### src/rtl/perceptron_layer_seq_pkg.sv
// Shared types and helpers for the time-multiplexed perceptron layer.
// Build option: define PERCEPTRON_RELU_EN for saturating-ReLU activation instead of binary step.
package perceptron_layer_seq_pkg;

    typedef enum logic [2:0] {
        StIdle,
        StLoadParam,
        StLoadIn,
        StCompute,
        StDone
    } state_e;

    // Index width that stays >= 1 bit even for single-entry arrays.
    function automatic int unsigned idx_w(input int unsigned n);
        return (n > 1) ? $clog2(n) : 1;
    endfunction

    function automatic int unsigned min_acc_w(input int unsigned data_w, input int unsigned n_in);
        return 2 * data_w + $clog2(n_in + 1);
    endfunction

    // Operates on sign-extended 64-bit values; the caller truncates to DATA_W.
    function automatic logic signed [63:0] activate(input logic signed [63:0] acc,
                                                    input logic signed [63:0] thr,
                                                    input int unsigned        data_w);
        if (acc <= thr) begin
            return '0;
        end
`ifdef PERCEPTRON_RELU_EN
        begin
            logic signed [63:0] sat;
            sat = (64'sd1 <<< (data_w - 1)) - 64'sd1;
            return (acc > sat) ? sat : acc;
        end
`else
        return (data_w > 0) ? 64'sd1 : 64'sd0;
`endif
    endfunction

endpackage

### src/rtl/perceptron_layer_seq_if.sv
// Streaming input / result handshake bundle of the perceptron layer.
interface perceptron_layer_seq_if #(
    parameter int unsigned DATA_W   = 8,
    parameter int unsigned N_NEURON = 4
);
    logic                         cfg_load;
    logic                         in_valid;
    logic                         in_ready;
    logic [DATA_W-1:0]            in_data;
    logic [DATA_W-1:0]            threshold;
    logic                         out_valid;
    logic                         out_ready;
    logic [N_NEURON*DATA_W-1:0]   out_data;

    modport master (
        output cfg_load, in_valid, in_data, threshold, out_ready,
        input  in_ready, out_valid, out_data
    );

    modport slave (
        input  cfg_load, in_valid, in_data, threshold, out_ready,
        output in_ready, out_valid, out_data
    );
endinterface

### src/rtl/perceptron_layer_seq_mac.sv
// Shared signed multiply-accumulate; init loads the sign-extended bias plus the first product.
module perceptron_layer_seq_mac #(
    parameter int unsigned DATA_W = 8,
    parameter int unsigned ACC_W  = 20
) (
    input  logic                     clk_i,
    input  logic                     rst_i,
    input  logic                     en_i,
    input  logic                     init_i,
    input  logic signed [DATA_W-1:0] bias_i,
    input  logic signed [DATA_W-1:0] a_i,
    input  logic signed [DATA_W-1:0] b_i,
    output logic signed [ACC_W-1:0]  acc_o
);
    logic signed [2*DATA_W-1:0] prod;
    logic signed [ACC_W-1:0]    acc_d, acc_q;

    always_comb begin
        prod  = a_i * b_i;
        acc_d = acc_q;
        if (en_i) begin
            acc_d = (init_i ? ACC_W'(bias_i) : acc_q) + ACC_W'(prod);
        end
    end

    always_ff @(posedge clk_i) begin
        if (rst_i) begin
            acc_q <= '0;
        end else begin
            acc_q <= acc_d;
        end
    end

    assign acc_o = acc_q;
endmodule

### src/rtl/perceptron_layer_seq.sv
// Time-multiplexed perceptron layer: byte-streamed parameters/inputs, one shared MAC, flat result.
// Build option: PERCEPTRON_RELU_EN selects saturating ReLU activation (see package).
module perceptron_layer_seq
    import perceptron_layer_seq_pkg::*;
#(
    parameter int unsigned N_IN     = 4,
    parameter int unsigned N_NEURON = 4,
    parameter int unsigned DATA_W   = 8,
    parameter int unsigned ACC_W    = 20
) (
    input  logic                    clk,
    input  logic                    reset,
    perceptron_layer_seq_if.slave   bus,
    output logic                    param_loaded,
    output logic                    busy
);
    localparam int unsigned P  = N_NEURON * (N_IN + 1);
    localparam int unsigned PW = idx_w(P);
    localparam int unsigned IW = idx_w(N_IN);
    localparam int unsigned NW = idx_w(N_NEURON);
    localparam int unsigned CW = idx_w(N_IN + 1);

    if (ACC_W < min_acc_w(DATA_W, N_IN)) begin : g_acc_w_check
        $error("ACC_W too narrow for DATA_W/N_IN");
    end

    state_e                    state_q;
    logic signed [DATA_W-1:0]  param_q [P];
    logic signed [DATA_W-1:0]  x_q [N_IN];
    logic signed [DATA_W-1:0]  thr_q;
    logic        [DATA_W-1:0]  out_q [N_NEURON];
    logic        [PW-1:0]      pidx_q, nbase_q;
    logic        [IW-1:0]      iidx_q;
    logic        [NW-1:0]      nidx_q;
    logic        [CW-1:0]      cidx_q;
    logic                      out_valid_q, param_loaded_q;

    logic                      in_ready, beat, mac_en, mac_init;
    logic        [PW-1:0]      w_addr, b_addr;
    logic        [IW-1:0]      x_idx;
    logic signed [ACC_W-1:0]   mac_acc;
    logic        [DATA_W-1:0]  act;

    always_comb begin
        unique case (state_q)
            StIdle:                 in_ready = bus.cfg_load | param_loaded_q;
            StLoadParam, StLoadIn:  in_ready = 1'b1;
            default:                in_ready = 1'b0;
        endcase
        beat     = bus.in_valid & in_ready;
        mac_en   = (state_q == StCompute) && (cidx_q < CW'(N_IN));
        mac_init = (cidx_q == '0);
        w_addr   = nbase_q + PW'(cidx_q);
        b_addr   = nbase_q + PW'(N_IN);
        x_idx    = cidx_q[IW-1:0];
        act      = DATA_W'(activate(64'(mac_acc), 64'(thr_q), DATA_W));
    end

    perceptron_layer_seq_mac #(
        .DATA_W (DATA_W),
        .ACC_W  (ACC_W)
    ) u_mac (
        .clk_i  (clk),
        .rst_i  (reset),
        .en_i   (mac_en),
        .init_i (mac_init),
        .bias_i (param_q[b_addr]),
        .a_i    (param_q[w_addr]),
        .b_i    (x_q[x_idx]),
        .acc_o  (mac_acc)
    );

    always_ff @(posedge clk) begin
        if (reset) begin
            state_q        <= StIdle;
            for (int p = 0; p < int'(P); p++) param_q[p] <= '0;
            for (int i = 0; i < int'(N_IN); i++) x_q[i] <= '0;
            for (int n = 0; n < int'(N_NEURON); n++) out_q[n] <= '0;
            thr_q          <= '0;
            pidx_q         <= '0;
            nbase_q        <= '0;
            iidx_q         <= '0;
            nidx_q         <= '0;
            cidx_q         <= '0;
            out_valid_q    <= 1'b0;
            param_loaded_q <= 1'b0;
        end else begin
            unique case (state_q)
                StIdle: begin
                    if (beat && bus.cfg_load) begin
                        param_q[0]     <= bus.in_data;
                        pidx_q         <= PW'(1);
                        param_loaded_q <= 1'b0;
                        state_q        <= StLoadParam;
                    end else if (beat) begin
                        x_q[0] <= bus.in_data;
                        iidx_q <= IW'(1);
                        if (N_IN == 1) begin
                            thr_q   <= bus.threshold;
                            nbase_q <= '0;
                            nidx_q  <= '0;
                            cidx_q  <= '0;
                            state_q <= StCompute;
                        end else begin
                            state_q <= StLoadIn;
                        end
                    end
                end
                StLoadParam: begin
                    if (beat) begin
                        param_q[pidx_q] <= bus.in_data;
                        pidx_q          <= pidx_q + PW'(1);
                        if (pidx_q == PW'(P - 1)) begin
                            param_loaded_q <= 1'b1;
                            state_q        <= StIdle;
                        end
                    end
                end
                StLoadIn: begin
                    if (beat) begin
                        x_q[iidx_q] <= bus.in_data;
                        iidx_q      <= iidx_q + IW'(1);
                        if (iidx_q == IW'(N_IN - 1)) begin
                            thr_q   <= bus.threshold;
                            nbase_q <= '0;
                            nidx_q  <= '0;
                            cidx_q  <= '0;
                            state_q <= StCompute;
                        end
                    end
                end
                StCompute: begin
                    // Cycle N_IN of each neuron is the activation slot; the MAC is idle then.
                    if (cidx_q == CW'(N_IN)) begin
                        out_q[nidx_q] <= act;
                        cidx_q        <= '0;
                        nbase_q       <= nbase_q + PW'(N_IN + 1);
                        if (nidx_q == NW'(N_NEURON - 1)) begin
                            state_q <= StDone;
                        end else begin
                            nidx_q <= nidx_q + NW'(1);
                        end
                    end else begin
                        cidx_q <= cidx_q + CW'(1);
                    end
                end
                StDone: begin
                    if (out_valid_q && bus.out_ready) begin
                        out_valid_q <= 1'b0;
                        state_q     <= StIdle;
                    end else begin
                        out_valid_q <= 1'b1;
                    end
                end
                default: state_q <= StIdle;
            endcase
        end
    end

    assign bus.in_ready  = in_ready;
    assign bus.out_valid = out_valid_q;
    assign param_loaded  = param_loaded_q;
    assign busy          = (state_q != StIdle);

    for (genvar n = 0; n < int'(N_NEURON); n++) begin : g_out
        assign bus.out_data[n*DATA_W +: DATA_W] = out_q[n];
    end
endmodule

### src/flat_wrapper.sv
// flat-port wrapper written by rule: the top's interface ports become plain ports
module perceptron_layer_seq_flat import perceptron_layer_seq_pkg::*;
#(
    parameter int unsigned N_IN     = 4,
    parameter int unsigned N_NEURON = 4,
    parameter int unsigned DATA_W   = 8,
    parameter int unsigned ACC_W    = 20
)
  (clk, reset, param_loaded, busy, bus_cfg_load, bus_in_valid, bus_in_data, bus_threshold, bus_out_ready, bus_in_ready, bus_out_valid, bus_out_data);
  perceptron_layer_seq_if #(.DATA_W(DATA_W), .N_NEURON(N_NEURON)) bus_i ();
  input  logic clk;
  input  logic reset;
  output logic param_loaded;
  output logic busy;
  input wire logic [$bits(bus_i.cfg_load)-1:0] bus_cfg_load;
  input wire logic [$bits(bus_i.in_valid)-1:0] bus_in_valid;
  input wire logic [$bits(bus_i.in_data)-1:0] bus_in_data;
  input wire logic [$bits(bus_i.threshold)-1:0] bus_threshold;
  input wire logic [$bits(bus_i.out_ready)-1:0] bus_out_ready;
  output wire logic [$bits(bus_i.in_ready)-1:0] bus_in_ready;
  output wire logic [$bits(bus_i.out_valid)-1:0] bus_out_valid;
  output wire logic [$bits(bus_i.out_data)-1:0] bus_out_data;
  assign bus_i.cfg_load = bus_cfg_load;
  assign bus_i.in_valid = bus_in_valid;
  assign bus_i.in_data = bus_in_data;
  assign bus_i.threshold = bus_threshold;
  assign bus_i.out_ready = bus_out_ready;
  assign bus_in_ready = bus_i.in_ready;
  assign bus_out_valid = bus_i.out_valid;
  assign bus_out_data = bus_i.out_data;
  perceptron_layer_seq #(.N_IN(N_IN), .N_NEURON(N_NEURON), .DATA_W(DATA_W), .ACC_W(ACC_W)) u_core (.clk(clk), .reset(reset), .bus(bus_i), .param_loaded(param_loaded), .busy(busy));
endmodule
### config.mk
export PLATFORM = sky130hd
export DESIGN_NAME = perceptron_layer_seq_flat
export DESIGN_NICKNAME = d
export VERILOG_FILES = /design/src/rtl/perceptron_layer_seq_pkg.sv /design/src/rtl/perceptron_layer_seq_if.sv /design/src/rtl/perceptron_layer_seq_mac.sv /design/src/rtl/perceptron_layer_seq.sv /design/src/flat_wrapper.sv
export SDC_FILE = /design/constraint.sdc
export NUM_CORES = 1
export LEC_CHECK = 0
export ABC_CLOCK_PERIOD_IN_PS = 9700
export CELL_PAD_IN_SITES_DETAIL_PLACEMENT = 1
export CELL_PAD_IN_SITES_GLOBAL_PLACEMENT = 1
export CORE_ASPECT_RATIO = 1.2
export CORE_MARGIN = 4
export CORE_UTILIZATION = 53
export DETAILED_ROUTE_END_ITERATION = 8
export PLACE_DENSITY_LB_ADDON = 0.1
export RECOVER_POWER = 25
export SLEW_MARGIN = 10
export SYNTH_ARGS = -nofsm -noshare
export SYNTH_HDL_FRONTEND = slang
export SYNTH_SLANG_ARGS = --single-unit
### constraint.sdc
create_clock -name clk -period 9.7 [get_ports clk]
set_input_delay 1.94 -clock clk [delete_from_list [all_inputs] [get_ports clk]]
set_output_delay 1.94 -clock clk [all_outputs]
set_load 0.02 [all_outputs]
==> flow_summary_export.csv, run 1 <==
group,metric,value,unit
clock_network,clock-sinks,344,
sta,finClkSkew,26.1,ps
yosys,postSynth.asyncResetShare,0,%
yosys,syn_area_per_cell,13.6,um^2
clock_network,htreeDepth,2,
die,start_util,53.9,%
clock_network,cts_hold_buf,0,
worst_setup_path,crit_chain,"inv_1, fa_2, buf_12, mux4_2, mux4_2, mux2i_4, nor2b_2, inv_1, fa_1, fa_1, inv_1, fa_1, fa_1, ha_1, ha_1, a21o_1, a21o_1, a22o_1, a41oi_1, a21boi_1, a2111oi_2, a211o_1",
yosys,postSynthCellCount,1581,
route,antenna_left,0,
global_route,grt_usage,27.8,%
clock_network,cts_buffers,38,
worst_setup_path,cp-start-kind,"register",
global_route,antenna_found_initial,0,
die,die_h,229,um
power,power.total,4.21,mW
yosys,synth_warnings,0,
worst_hold_path,min_path_cells,2,
worst_setup_path,crit_type,"register to register",
sta,max_slew_margin,-50.6,%
route,viasPerCell,6.25,
route,drc,0,
sta,hold_viol,0,
clock_network,cts_tree,"built",
worst_setup_path,worstPathRequired,10180,ps
yosys,ys_top_cells_by_area,"edfxtp_1, mux4_2, fa_1",
clock_network,clk_latency,550,ps
die,coreArea,39900,um^2
placed_design,place_congestion,0.907,
worst_setup_path,worstPathArrival,8860,ps
die,die_area,43900,um^2
sta,fin_hold_ws,454,ps
sta,clock.fmax,119,MHz
global_route,grt_max_degree,52,
run_status,violations,"capacitance limit, slew limit",
worst_setup_path,cp_slowest_cell,"fa_2",
sta,slew_violations,257,
clock_network,postCtsSetupRepairBufs,0,
run_status,status,"finished with violations",
worst_setup_path,end_kind,"register",
global_route,grt_pass1_vias,14540,
clock_network,cts_resized,0,
die,fp.dieW,192,um
final_layout,syn_to_final_growth,8.88,%
sta,period_needed,8380,ps
route,vias,13471,
placed_design,port_buffers,28,
sta,worstMarginPinSlew,2260,ps
sta,tns,0,ps
yosys,synth.most_common_cell,"edfxtp_1",
global_route,grt_pass1_wl,91900,um
yosys,synth_edf_count,292,
sta,setup_viol,0,
die,ios,57,
power,pwr_density_cell,180,nW/um^2
final_layout,fin_nets,1782,
worst_setup_path,rr_worst_depth,22,
route,routed_wl,59700,um
yosys,synth.distinct_cells,62,
route,firstDrtPassIters,4,
worst_setup_path,crit_path_frequent_cell,"fa_1",
die,rows,80,
clock_network,root_buffer,"clkbuf_16",
yosys,seq_area_frac_synth,45.6,%
route,drt-initial-drc-count,1133,
sta,fin_crit_sh,86.4,%
worst_setup_path,crit_fanout,49,
clock_network,clk_path_buf_depth,3,
power,leakage,8.71,nW
worst_setup_path,crit_buf_inv,4,
sta,rsz0062_at_grt,"false",
worst_setup_path,cp_top_family,"adder cells",
power,irDropWorstVdd,0.148,mV
clock_network,clk_pin_slew,60,ps
flow_run,cap_violations,7,
yosys,synth_ff_type,"edfxtp_1",
placed_design,dp_hpwl,43000,um
route,routedWlPerCell,27.7,um
worst_setup_path,worst-path-stages,22,
final_layout,finish.utilization,58.7,%
worst_setup_path,max_stage_delay,920,ps
global_route,grt_overflow,0,
yosys,synth_top_area_share,40.7,%
yosys,netlist_area,21500,um^2
yosys,synth_commonest_cells,"edfxtp_1, and2_1, mux4_2",
yosys,synth-seq-cells,344,
yosys,synth_top_cell_by_area,"edfxtp_1",
worst_hold_path,min_path_type,"register to register",
final_layout,drive_above_1_share,17.5,%
## cell families after synthesis
| logic type | after synthesis | synth area share, % |
|---|---|---|
| compound gates | 153 | 4.44 |
| xor+xnor | 26 | 1.27 |
| fa+ha+maj | 166 | 12.8 |
| buf+inv | 213 | 4.39 |
| flops | 344 | 45.6 |
| mux | 188 | 19.0 |
| other cells | 1 | 0.0174 |
| simple gates | 490 | 12.6 |
## through the flow
stage	instance area, um^2	worst slack (ps)	cells
after global routing	23400	966	2155
after CTS	23500	1350	2155
final	23400	1320	2156
after floorplan	21600	1460	1608
after detailed placement	22300	1410	2088
after global placement	22300	1600	2088
## report_power, final
group	switching [mW]	internal, mW
Combinational	0.638	0.464
Sequential	0.0318	1.64
Clock	0.618	0.812
Total	1.29	2.92
## final cells by class
type / instances / area (um^2)
fillers: 3832 / 16500
multi-input cells: 1051 / 10900
well taps: 533 / 667
repair buffers: 57 / 468
diodes: 1 / 2.50
inverters: 103 / 387
clock buffers: 44 / 983
flip-flops and latches: 344 / 9810
clock inverters: 23 / 221
## worst reg2reg max path, stage by stage, from the launching register on
cell and delay, ps:
dfxtp_2 640, inv_1 150, fa_2 920, buf_12 350, mux4_2 400, mux4_2 520, mux2i_4 290, nor2b_2 90
inv_1 440, fa_1 550, fa_1 530, inv_1 60, fa_1 550, fa_1 410, ha_1 290, ha_1 360
a21o_1 210, a21o_1 200, a22o_1 210, a41oi_1 390, a21boi_1 170, a2111oi_2 410, a211o_1 160
## per-layer routing
metal	up-vias	track usage, %	wire (um)	part of all wire (%)
li1	5761	-	-	-
met1	7073	35.7	23100	39
met2	513	47.8	30600	51
met3	124	4.37	3560	6.0
met4	0	10.4	2510	4.2
met5	-	0	0	0
## registers in the layout, indices dropped and copies added, names as in the netlist, named ones only
register	flops
u_core.nbase_q	5
u_core.cidx_q	3
u_core.param_q	256
u_core.iidx_q	2
u_core.param_loaded	1
u_core.thr_q	8
u_core.out_q	4
u_core.state_q	3
u_core.bus.out_valid	1
u_core.pidx_q	5
u_core.nidx_q	2
u_core.x_q	32
u_core.u_mac.acc_o	20
## placed cells by master (no fill, tap or decap), types with 8 or more instances in the layout
cell type / netlist / layout
o21ai_0: 31 / 29
nor3_1: 18 / 18
dfxtp_1: 52 / 50
and2_0: 0 / 10
and3_1: 8 / 8
mux4_2: 168 / 168
dlygate4sd3_1: 0 / 10
nand4_1: 8 / 8
clkbuf_1: 52 / 17
clkdlybuf4s50_1: 0 / 15
conb_1: 1 / 28
nand2b_1: 25 / 25
nand3_1: 14 / 14
a21oi_1: 57 / 57
inv_1: 102 / 102
and2_1: 201 / 191
a21o_1: 20 / 20
ha_1: 76 / 75
nand2_1: 70 / 70
nor2b_1: 43 / 43
mux2i_1: 12 / 12
buf_4: 30 / 17
a211oi_1: 11 / 11
xnor2_1: 17 / 16
edfxtp_1: 292 / 292
clkinv_2: 0 / 10
fa_1: 90 / 89
or3_1: 8 / 8
or2_2: 12 / 12
clkbuf_16: 0 / 38
mux2i_4: 8 / 8
nor2_1: 68 / 68
## path summary, 6_finish.rpt
path / from / to / slack (ps)
worst max register to register: u_core.nbase_q[1]$_SDFFE_PP0P_ / u_core.u_mac.acc_o[19]$_SDFFE_PP0P_ / 1320
worst min-delay path: u_core.thr_q[1]$_SDFFE_PP0P_ / u_core.thr_q[1]$_SDFFE_PP0P_ / 450
worst min register to register: u_core.thr_q[1]$_SDFFE_PP0P_ / u_core.thr_q[1]$_SDFFE_PP0P_ / 450
worst max-delay path: u_core.nbase_q[1]$_SDFFE_PP0P_ / u_core.u_mac.acc_o[19]$_SDFFE_PP0P_ / 1320
No activity file was read; power rests on OpenSTA's default activity.
==> run 2, diff against run 1 <==
--- a/config.mk
+++ b/config.mk
@@ -12,6 +12,7 @@
 export CORE_MARGIN = 4
 export CORE_UTILIZATION = 53
 export DETAILED_ROUTE_END_ITERATION = 8
+export GPL_ROUTABILITY_DRIVEN = 0
 export PLACE_DENSITY_LB_ADDON = 0.1
 export RECOVER_POWER = 25
 export SLEW_MARGIN = 10
==> results of run 2 <==
Same layout as run 1: the final DEF is identical, and so are final timing and power.
